### src/rtl/pipe_hazard_ctrl.sv
// Hazard/sequencing controller beside ID: RAW stalls from an in-flight destination
// scoreboard, redirect flushes, and the multi-cycle memory-indirect jump sequence.
module pipe_hazard_ctrl #(
  parameter int DEPTH       = 2,
  parameter int JMEM_CYCLES = 1
) (
  input  logic        clk,
  input  logic        reset,
  input  logic        id_valid,
  input  logic [5:0]  id_rs,
  input  logic [5:0]  id_rt,
  input  logic        id_uses_rs,
  input  logic        id_uses_rt,
  input  logic [5:0]  id_rd,
  input  logic        id_regwrite,
  input  logic        id_jump_mem,
  input  logic        id_redirect,
  output logic        pc_we,
  output logic        pc_sel_mem,
  output logic        ifid_we,
  output logic        ifid_flush,
  output logic        idex_bubble,
  output logic [15:0] stall_cycles,
  output logic [15:0] flush_count
);

  localparam logic [0:0] RUN       = 1'b0;
  localparam logic [0:0] JMEM_WAIT = 1'b1;
  localparam logic [3:0] JMEM_LOAD = 4'(JMEM_CYCLES);

  logic [0:0]       state;
  logic [0:0]       state_next;
  logic [3:0]       jcnt;
  logic [3:0]       jcnt_next;
  logic [DEPTH-1:0] sb_v;
  logic [5:0]       sb_rd [DEPTH];
  logic             match_rs;
  logic             match_rt;
  logic             raw;
  logic             stall_inc;
  logic             flush_inc;
  logic             sb_insert;

  // Entry k holds the destination of the instruction k stages past ID.
  always_comb begin
    match_rs = 1'b0;
    match_rt = 1'b0;
    for (int k = 0; k < DEPTH; k++) begin
      if (sb_v[k] && (sb_rd[k] == id_rs)) match_rs = 1'b1;
      if (sb_v[k] && (sb_rd[k] == id_rt)) match_rt = 1'b1;
    end
  end

  assign raw       = id_valid & ((id_uses_rs & match_rs) | (id_uses_rt & match_rt));
  assign sb_insert = id_valid & id_regwrite & ~idex_bubble;

  always_comb begin
    // NOTE: every output gets a default before any branch, so no path leaves one unassigned and no latch is inferred.
    pc_we       = 1'b0;
    pc_sel_mem  = 1'b0;
    ifid_we     = 1'b0;
    ifid_flush  = 1'b0;
    idex_bubble = 1'b0;
    stall_inc   = 1'b0;
    flush_inc   = 1'b0;
    state_next  = state;
    jcnt_next   = jcnt;

    if (reset) begin
      ifid_we     = 1'b1;
      ifid_flush  = 1'b1;
      idex_bubble = 1'b1;
    end else begin
      case (state)
        RUN: begin
          if (raw) begin
            idex_bubble = 1'b1;
            stall_inc   = 1'b1;
          end else if (id_jump_mem) begin
            ifid_we    = 1'b1;
            ifid_flush = 1'b1;
            flush_inc  = 1'b1;
            jcnt_next  = JMEM_LOAD;
            state_next = JMEM_WAIT;
          end else if (id_valid && id_redirect) begin
            pc_we      = 1'b1;
            ifid_we    = 1'b1;
            ifid_flush = 1'b1;
            flush_inc  = 1'b1;
          end else begin
            pc_we   = 1'b1;
            ifid_we = 1'b1;
          end
        end
        JMEM_WAIT: begin
          idex_bubble = 1'b1;
          ifid_we     = 1'b1;
          ifid_flush  = 1'b1;
          stall_inc   = 1'b1;
          jcnt_next   = jcnt - 4'd1;
          // Last wait cycle: data_mem_out now carries the jump target.
          if (jcnt == 4'd1) begin
            pc_we      = 1'b1;
            pc_sel_mem = 1'b1;
            state_next = RUN;
          end
        end
        default: state_next = RUN;
      endcase
    end
  end

  // NOTE: sequential state uses non-blocking assignments so every flop samples pre-edge values.
  always_ff @(posedge clk) begin
    if (reset) begin
      state        <= RUN;
      jcnt         <= 4'd0;
      sb_v         <= '0;
      stall_cycles <= 16'd0;
      flush_count  <= 16'd0;
    end else begin
      state <= state_next;
      jcnt  <= jcnt_next;
      for (int k = DEPTH - 1; k > 0; k--) sb_v[k] <= sb_v[k-1];
      sb_v[0] <= sb_insert;
      if (stall_inc && (stall_cycles != 16'hFFFF)) stall_cycles <= stall_cycles + 16'd1;
      if (flush_inc && (flush_count != 16'hFFFF)) flush_count <= flush_count + 16'd1;
    end
  end

  // NOTE: register tags are not reset; a tag is only looked at when its valid bit is set.
  always_ff @(posedge clk) begin
    for (int k = DEPTH - 1; k > 0; k--) sb_rd[k] <= sb_rd[k-1];
    sb_rd[0] <= id_rd;
  end

endmodule
### config.mk
export PLATFORM = sky130hd
export DESIGN_NAME = pipe_hazard_ctrl
export DESIGN_NICKNAME = d
export VERILOG_FILES = /design/src/rtl/pipe_hazard_ctrl.sv
export SDC_FILE = /design/constraint.sdc
export NUM_CORES = 1
export LEC_CHECK = 0
export ABC_AREA = 0
export CORE_ASPECT_RATIO = 1.2
export CORE_UTILIZATION = 45
export DETAILED_ROUTE_END_ITERATION = 16
export GPL_TIMING_DRIVEN = 0
export PLACE_DENSITY = 0.74
export SYNTH_ARGS = -nofsm -noshare
export SYNTH_HDL_FRONTEND = slang
export SYNTH_SLANG_ARGS = --single-unit
### constraint.sdc
create_clock -name clk -period 2.92 [get_ports clk]
set_clock_uncertainty 0.15 [all_clocks]
set_input_delay 0.292 -clock clk [delete_from_list [all_inputs] [get_ports clk]]
set_output_delay 0.292 -clock clk [all_outputs]
set_load 0.05 [all_outputs]
==> summary.md, run 1 <==
| Metric | Value |
|---|---|
| RSZ-0062 raised after global routing | `false` |
| GP Congestion | `0.850` |
| Slew headroom | `51.3%` |
| Die Y-Extent | `85.3 um` |
| Clock Sink Count | `51` |
| Ys Warns | `0` |
| TritonRoute pass-1 iters | `5` |
| Endpoints failing setup | `0` |
| Area of placed instances | `roughly 3300 sq um` |
| Routed wire per std cell | `15.0 um` |
| Post-route insts no fill | `432` |
| CTS tree | `built` |
| Worst r2r path cells | `9` |
| Reg2Reg Setup Slack | `just over 0.4 ns` |
| Number of port buffers | `slightly above 60` |
| Worst R2R Start | `flush_count[0]` |
| Worst hold start | `sb_rd[0][4]` |
| Worst setup EP type | `output pin` |
| Leak Pwr | `approximately 0.0011 uW` |
| Vias per inst | `5.94` |
| Post-DP HPWL | `4870 um` |
| Synth Flop Type | `dfxtp_1` |
| Worst Hold Endpoint | `sb_rd[0][10]` |
| Power, Total | `~1500 uW` |
| Max IR drop VDD | `around 0.27 mV` |
| Most area-consuming cells after synthesis | `dfxtp_1 (39%), xnor2_1 (8.1%), a21oi_1 (4.8%)` |
| Syn Area/Cell | `approximately 8.7 sq um` |
| Post-synthesis register bit count | `roughly 50` |
| Top-area cell type share of the netlist area | `39.2%` |
| Synth Instances | `300` |
| Least-Margin Pin Slew | `~0.72 ns` |
| EDFF count, synth | `0` |
| Initial antenna violation count | `0` |
| Status | `finished, final reports clean` |
| Num rows | `30` |
| Fraction of layout cells with a size suffix above 1 | `7.88%` |
| I/O pins | `63` |
| Syn nets | `330` |
| Gr ovfl total | `0` |
| CTS H-tree lvls | `2` |
| Worst hold path type | `reg2reg` |
| Layout area overhead | `31.3%` |
| Crit start category | `primary input` |
| Slew Viols, Final | `0` |
| Total global-route track usage | `22.7%` |
| Clk_lat worst skew | `0.31 ns` |
| Final Hold Viols | `0` |
| Initial Util | `roughly 46%` |
| Number of global-route vias before repair | `2366` |
| CP Class | `in2out` |
| Critical Path AT | `2.37 ns` |
| WHS Path Cells | `0` |
| Final Cycle Share | `between 90% and 100%` |
| Global-route wire length before repair | `11000 um` |
| Post-CTS Hold Fix Bufs | `0` |
| Post-synth cell types | `42` |
| Placed insts | `425` |
| Bufs on Longest Clock Path | `2` |
| N_diodes | `0` |
| Max Cap Violations | `0` |
| Post-synth ARST share | `0%` |
| Drt drc | `0` |
| Seq/Total Area, Yosys | `39.2%` |
| Pwr per Cell Area | `426 nW/um^2` |
| Core ar. | `roughly 5600 sq um` |
| Root buffer cell | `clkbuf_8` |
| Crit Reg-Reg Endpoint | `flush_count[15]` |
| Routed via count | `around 2600` |
| Worst EP required | `2.48 ns` |
| Total die area | `between 6000 and 7000 sq um` |
| DIE WIDTH | `71.5 um` |
| Leading area contributor after synthesis | `dfxtp_1` |
| Worst hold margin | `0.246 ns` |
| Maximum fanout along the worst path | `6` |
| Fin nets | `approximately 400` |
| Post-DRT Antenna Nets | `0` |
| Final Cell Area | `3420 sq um` |
| Initial DRC Count | `120` |
| Final min period | `between 2 and 3 ns` |
| Clock slew at reported path FFs | `0.09 ns` |
| Synthesized area | `2600 sq um` |
| Most frequent cells in the layout | `clkdlybuf4s50_1 (57), dfxtp_1 (51), a21oi_1 (25)` |
| Max Freq | `around 360 MHz` |
| WL final | `6500 um` |
| Largest net degree at the start of global routing | `20` |
| CTS Buf Count | `5` |
| Commonest non-fill, non-tap cell in the layout | `clkdlybuf4s50_1` |
area by class of cell:
type / instances / area (sq um)
inverters: 7 / 26.3
plain buffers: 17 / 96.3
flip-flops and latches: 51 / 1020
clock buffers: 6 / 82.6
repair buffers: 61 / 611
multi-input cells: 224 / 1470
well taps: 64 / 80.1
fillers: 513 / 2210
clock inverters: 2 / 35.0
worst max-delay path, cell delays in order:
cell,delay (ns)
clkdlybuf4s50_1,0.45
xnor2_1,0.15
nand3_1,0.09
o22a_1,0.23
o22a_1,0.33
nand3_1,0.12
a21oi_1,0.15
dlygate4sd2_1,0.55
logic make-up (layout without fill, tap and decap cells):
| kind of cell | count (synthesis) | count (layout) | synth area share (%) |
|---|---|---|---|
| AO/OA/AOI/OAI | 63 | 63 | 15.6 |
| XOR/XNOR | 24 | 24 | 8.07 |
| adder cells (fa/ha/maj) | 4 | 4 | 1.92 |
| buffers and inverters | 25 | 93 | 4.66 |
| flip-flops | 51 | 51 | 39.2 |
| multiplexers | 8 | 8 | 3.36 |
| AND/OR/NAND/NOR | 125 | 125 | 27.2 |
flip-flops by register name, summed over array words and instances, names as in the netlist:
name	flops
jcnt	4
flush_count	16
stall_cycles	16
sb_rd	12
state	1
sb_v	2
power by group:
| part | internal, uW | switching (uW) | leakage [uW] |
|---|---|---|---|
| Combinational | 93.1 | 113 | 0.000660 |
| Sequential | 715 | 19.3 | 0.000417 |
| Clock | 278 | 239 | 0.0000612 |
per-stage QoR:
stage	setup TNS [ns]	setup WS [ns]	utilization (%)
after floorplan	0	0.218	-
after global placement	-1.32	-0.581	58.5
after detailed placement	-1.38	-0.586	58.5
after CTS	0	0.0177	60.6
after global routing	0	0.00299	60.8
final	0	0.107	60.8
repair_timing:
action	CTS	global route
setup endpoints to repair	4	2
hold endpoints to repair	0	0
buffers inserted	0	0
gates resized for setup	10	3
cell usage after synthesis (2+ instances only):
master     n
nor2b_1    5
or2_2      2
o311ai_0   5
o21ai_0    8
mux2i_1    2
xnor2_1   24
a21oi_1   25
and3_1     5
ha_1       4
o211ai_1   2
nor4_1     5
buf_2      4
or4_1     16
o31ai_1   12
nand4_1   11
or3_1      7
nand2b_1   2
inv_1      7
nor2_1    13
o22a_1     3
nand3b_1   2
mux2_2     6
nor3_1     5
clkbuf_1  10
buf_6      3
nand2_1   24
nand3_1   22
dfxtp_1   51
o41ai_1    2
how the worst max path moves through the flow:
| stage | from | end | slack [ns] | cells after the start |
|---|---|---|---|---|
| after global routing | id_rt[1] | pc_we | 0.003 | 8 |
| after global placement | id_rt[4] | ifid_flush | -0.58 | 9 |
| after detailed placement | id_rt[5] | ifid_flush | -0.59 | 9 |
| final | id_rt[4] | pc_we | 0.11 | 8 |
| after CTS | id_rt[5] | ifid_flush | 0.02 | 8 |
| after floorplan | sb_rd[0][0] | ifid_flush | 0.22 | 7 |
layer usage:
metal	global-route usage [%]	part of all wire, %
met5	0	0
met3	4.04	4.5
met2	38.8	49
met1	27.7	44
met4	10.3	2.7
No activity file was read; power rests on OpenSTA's default activity.
==> run 2, diff against run 1 <==
CORE_ASPECT_RATIO = 1.5   (was 1.2)
CORE_UTILIZATION = 49   (was 45)
PLACE_DENSITY = 0.79   (was 0.74)
==> run 2 against run 1 <==
Utilization increased by 5.7 points. Critical endpoint unchanged. Via count decreased by 1.6%. Register-to-register slack improved by 0.06 ns. Sequential cell count unchanged. Critical path type unchanged. Clock-buffer cell count increased by 1. Cell count increased by 0.93%. Sequential share of layout area increased by 0.14 points. Non-clock buffer count unchanged. Total power decreased by 5.0%. Wire length decreased by 1.8%. First-iteration DRC count increased by 35%. Worst setup slack got worse by 0.0020 ns.
==> summary.md, run 2 (synthesized netlist as in run 1, its figures left out) <==
| Metric | Value |
|---|---|
| Status | `finished, final reports clean` |
| Fraction of layout cells with a size suffix above 1 | `between 7 and 8%` |
| GP Congestion | `0.888` |
| Commonest non-fill, non-tap cell in the layout | `clkdlybuf4s50_1` |
| RSZ-0062 raised after global routing | `false` |
| P_sw | `361 uW` |
| Post-DP HPWL | `between 4000 and 5000 um` |
| Most frequent cells in the layout | `clkdlybuf4s50_1 (57), dfxtp_1 (51), a21oi_1 (25)` |
| Worst hold path type | `reg2reg` |
| Initial Util | `50.8%` |
| Gr ovfl total | `0` |
| Fill count | `479` |
| Global-route wire length before repair | `10500 um` |
| Max Freq | `355 MHz` |
| Largest regs | `flush_count (16), stall_cycles (16), sb_rd (12)` |
| Total global-route track usage | `24.3%` |
| Initial antenna violation count | `0` |
| Num rows | `32` |
| Clk_lat worst skew | `0.30 ns` |
| Initial DRC Count | `between 150 and 200` |
| Endpoints failing setup | `0` |
| Crit start category | `primary input` |
| Area of placed instances | `3300 sq um` |
| TritonRoute pass-1 iters | `4` |
| N_diodes | `0` |
| Number of global-route vias before repair | `2378` |
| Bufs on Longest Clock Path | `2` |
| Power, Total | `approximately 1400 uW` |
| Switching share of power | `a little over a quarter` |
| Total die area | `5620 sq um` |
| Largest net degree at the start of global routing | `16` |
| Clock Sink Count | `slightly above 50` |
| Seq pwr share | `between 50% and 60%` |
| Maximum fanout along the worst path | `6` |
| CTS Buf Count | `5` |
| Final Cycle Share | `96.4%` |
| Clock slew at reported path FFs | `0.09 ns` |
| Worst setup EP type | `output pin` |
| Die Y-Extent | `91.3 um` |
| Worst EP required | `2.48 ns` |
| Leak Pwr | `0.00112 uW` |
| DIE WIDTH | `61.5 um` |
| Final Hold Viols | `0` |
| Slew headroom | `approximately 56%` |
| Root buffer cell | `clkbuf_8` |
| Routed wire per std cell | `14.6 um` |
| Worst hold margin | `0.251 ns` |
| Routed via count | `roughly 2500` |
| Core ar. | `5120 sq um` |
| Fin nets | `397` |
| Max Cap Violations | `0` |
| Final Cell Area | `3400 sq um` |
| Least-Margin Pin Slew | `between 0.6 and 0.7 ns` |
| Post-CTS Hold Fix Bufs | `0` |
| Final core occ | `66.4%` |
| Layout area overhead | `30.7%` |
| Final min period | `2.81 ns` |
| Slew Viols, Final | `0` |
| Pwr per Cell Area | `407 nW/um^2` |
| Number of port buffers | `61` |
| Post-CTS setup repair buffer count | `0` |
| WL final | `6380 um` |
| Drt drc | `0` |
| Post-DRT Antenna Nets | `0` |
| CTS tree | `built` |
| Vias per inst | `5.79` |
| CTS H-tree lvls | `2` |
| Comb power frac | `14.8%` |
| Critical Path AT | `2.37 ns` |
| CP Class | `in2out` |
| P_int | `1020 uW` |
| Clock share of power | `32.1%` |
| I/O pins | `63` |
| Max IR drop VDD | `~0.43 mV` |
[run 2: changes by cell type in the layout (fill, tap and decap cells not counted), sizes merged]
cell / delta
bufinv: -1
dlygate4sd2: -1
clkbuf: +1
clkinvlp: +1
clkdlybuf4s15: -1
clkinv: -1
buf: +2
[run 2: power groups by stage]
stage,Combinational [uW],Clock (uW),Sequential (uW)
after global placement,204,0,750
final,206,445,734
after detailed placement,207,0,751
after floorplan,116,0,760
after CTS,206,460,734
after global routing,222,489,738
[run 2: layout make-up]
class | count | area (sq um) | share of cell area [%]
clock inverters | 1 | 7.51 | 0.221
plain buffers | 17 | 92.6 | 2.72
well taps | 68 | 85.1 | 2.50
flip-flops and latches | 51 | 1020 | 30.0
inverters | 7 | 26.3 | 0.772
clock buffers | 7 | 96.3 | 2.83
multi-input cells | 224 | 1480 | 43.4
repair buffers | 61 | 599 | 17.6
[run 2: timing repair]
item | 4_1_cts | 5_1_grt
endpoints found under the setup margin | 4 | 2
pin swaps | 0 | 0
resized for setup | 13 | 4
[run 2: through the flow]
step                      TNS [ns]  std cells  worst slack, ns
final                            0        436            0.105
after global routing             0        436        0.0000877
after CTS                  -0.0790        437          -0.0790
after detailed placement     -1.34        429           -0.595
after global placement       -1.30        429           -0.579
after floorplan                  0        300            0.218
[run 2: final timing paths]
path             startpoint              to  slack, ns  depth (start not counted)
min             sb_rd[0][2]     sb_rd[0][8]       0.25                          0
max reg2reg  flush_count[0]  flush_count[6]       0.47                          9
min reg2reg     sb_rd[0][2]     sb_rd[0][8]       0.25                          0
max                id_rs[3]           pc_we       0.11                          8
[run 2: metal layers]
| layer | vias to the layer above | GRT usage (%) | routed length, um |
|---|---|---|---|
| li1 | 1252 | - | - |
| met5 | - | 0 | 0 |
| met2 | 65 | 43.9 | 3490 |
| met4 | 0 | 7.22 | 76 |
| met1 | 1200 | 27.0 | 2560 |
| met3 | 8 | 5.27 | 255 |
[run 2: worst max-delay path: stages]
cell,delay (ns)
clkdlybuf4s50_1,0.46
xnor2_1,0.16
nand4_1,0.09
o22a_1,0.26
o22a_1,0.32
nand3_1,0.11
a21oi_1,0.16
clkdlybuf4s15_1,0.52
==> run 3, diff against run 2 <==
CORE_ASPECT_RATIO = unset   (was 1.5)
PLACE_DENSITY = 0.88   (was 0.79)
==> run 3 against run 2 <==
Worst setup slack improved by 0.019 ns. Register-to-register slack got worse by 0.08 ns. Largest power group unchanged. Final area decreased by 0.99%. Die area decreased by 0.10%. Non-clock buffer count unchanged. Sequential cell count unchanged. Wire length increased by 5.0%. Sequential share of layout area increased by 0.30 points. Cell count unchanged. Total power decreased by 4.5%. Clock power decreased by 15%. Worst hold slack got worse by 0.0053 ns.
==> summary.md, run 3 (synthesized netlist as in run 1, its figures left out) <==
| Metric | Value |
|---|---|
| Status | `finished, final reports clean` |
| Maximum fanout along the worst path | `6` |
| CTS H-tree lvls | `2` |
| Commonest non-fill, non-tap cell in the layout | `clkdlybuf4s50_1` |
| Critical Path AT | `around 2.4 ns` |
| P_int | `968 uW` |
| Initial Util | `51.0%` |
| Crit start category | `primary input` |
| Leak Pwr | `0.00110 uW` |
| Vias per inst | `5.87` |
| Most frequent cells in the layout | `clkdlybuf4s50_1 (57), dfxtp_1 (51), a21oi_1 (25)` |
| Slew headroom | `54.0%` |
| Power, Total | `between 1000 and 1500 uW` |
| Clock slew at reported path FFs | `about 0.080 ns` |
| Slew Viols, Final | `0` |
| Clk_lat worst skew | `0.31 ns` |
| Endpoints failing setup | `0` |
| Fraction of layout cells with a size suffix above 1 | `under 10%` |
| Number of global-route vias before repair | `approximately 2400` |
| Initial DRC Count | `152` |
| Worst setup EP type | `output pin` |
| Drt drc | `0` |
| Final min period | `2.80 ns` |
| Fill count | `442` |
| DIE WIDTH | `74.9 um` |
| Switching share of power | `26.8%` |
| Routed wire per std cell | `about 15 um` |
| Bufs on Longest Clock Path | `2` |
| P_sw | `355 uW` |
| Root buffer cell | `clkbuf_8` |
| Gr ovfl total | `0` |
| Post-DRT Antenna Nets | `0` |
| Layout area overhead | `29.4%` |
| Max Freq | `358 MHz` |
| Post-CTS Hold Fix Bufs | `0` |
| Clock Sink Count | `51` |
| Worst hold path type | `reg2reg` |
| WL final | `between 6000 and 7000 um` |
| CTS Buf Count | `5` |
| Final Hold Viols | `0` |
| Comb power frac | `15.7%` |
| Final Cycle Share | `95.7%` |
| Worst EP required | `2.48 ns` |
| Pwr per Cell Area | `392 nW/um^2` |
| CP Class | `in2out` |
| Number of port buffers | `61` |
| Post_cts resized | `13` |
| Largest regs | `flush_count (16), stall_cycles (16), sb_rd (12)` |
| Total die area | `5610 sq um` |
| Die Y-Extent | `74.9 um` |
| GP Congestion | `approximately 0.9` |
| Storage cell area | `1020 sq um` |
| Total global-route track usage | `25.9%` |
| Core ar. | `5110 sq um` |
| Max Cap Violations | `0` |
| Initial antenna violation count | `0` |
| CTS tree | `built` |
| Worst hold margin | `0.245 ns` |
| Clock share of power | `28.7%` |
| Post-CTS setup repair buffer count | `0` |
| I/O pins | `between 60 and 70` |
| Seq pwr share | `55.6%` |
| RSZ-0062 raised after global routing | `false` |
| Max IR drop VDD | `0.294 mV` |
| Global-route wire length before repair | `11000 um` |
| Num rows | `26` |
| Post-DP HPWL | `4900 um` |
| N_diodes | `0` |
| Largest net degree at the start of global routing | `14` |
| TritonRoute pass-1 iters | `5` |
| Fin nets | `397` |
| Least-Margin Pin Slew | `0.683 ns` |
| Routed via count | `about 2600` |
| Area of the multi-input gates | `about 1500 sq um` |
[run 3: cell count changes in the layout (fill, tap and decap cells not counted)]
cell             previous run  this run
clkbuf_1                   10        11
clkdlybuf4s15_1             1         0
clkinvlp_4                  1         0
clkbuf_2                    0         1
clkbuf_8                    7         5
[run 3: power groups by stage]
stage / registers, uW / logic, uW / clock network, uW
CTS: 735 / 207 / 386
floorplan: 760 / 116 / 0
finish: 735 / 208 / 379
global placement: 750 / 201 / 0
detailed placement: 751 / 207 / 0
global route: 738 / 225 / 421
[run 3: worst paths after layout]
path	start	to	slack, ns	cells past startpoint
worst min-delay path	sb_rd[0][1]	sb_rd[0][7]	0.25	0
worst max register to register	stall_cycles[0]	stall_cycles[6]	0.39	8
worst max-delay path	id_rt[5]	idex_bubble	0.12	7
worst min register to register	sb_rd[0][1]	sb_rd[0][7]	0.25	0
[run 3: routing by layer]
layer	part of all wire (%)	track usage, %
met5	0	0
met4	1.6	7.97
met3	5.3	4.55
met2	48	45.2
met1	45	32.6
[run 3: layout make-up]
class / count / share of cell area (%)
flip-flops and latches: 51 / 30.3
multi-input cells: 224 / 43.8
clock buffers: 6 / 2.15
plain buffers: 17 / 2.75
repair buffers: 61 / 17.6
well taps: 70 / 2.60
inverters: 7 / 0.780
[run 3: metrics by stage]
stage / setup WS (ns) / instance area (sq um) / setup TNS [ns] / instances / util [%]
6_report: 0.124 / 3370 / 0 / 436 / 66.0
5_1_grt: 0.0269 / 3370 / 0 / 436 / 66.0
4_1_cts: -0.0868 / 3380 / -0.0868 / 437 / 66.1
3_5_place_dp: -0.594 / 3300 / -1.37 / 431 / 64.7
3_3_place_gp: -0.573 / 3300 / -1.28 / 431 / 64.7
2_1_floorplan: 0.218 / 2610 / 0 / 300 / -
[run 3: worst max-delay path, cell delays in order]
cell             delay, ns
clkdlybuf4s50_1       0.53
xnor2_1               0.16
nand4_1               0.12
o22a_1                0.29
o22a_1                0.32
nand2_1               0.12
dlygate4sd2_1         0.53
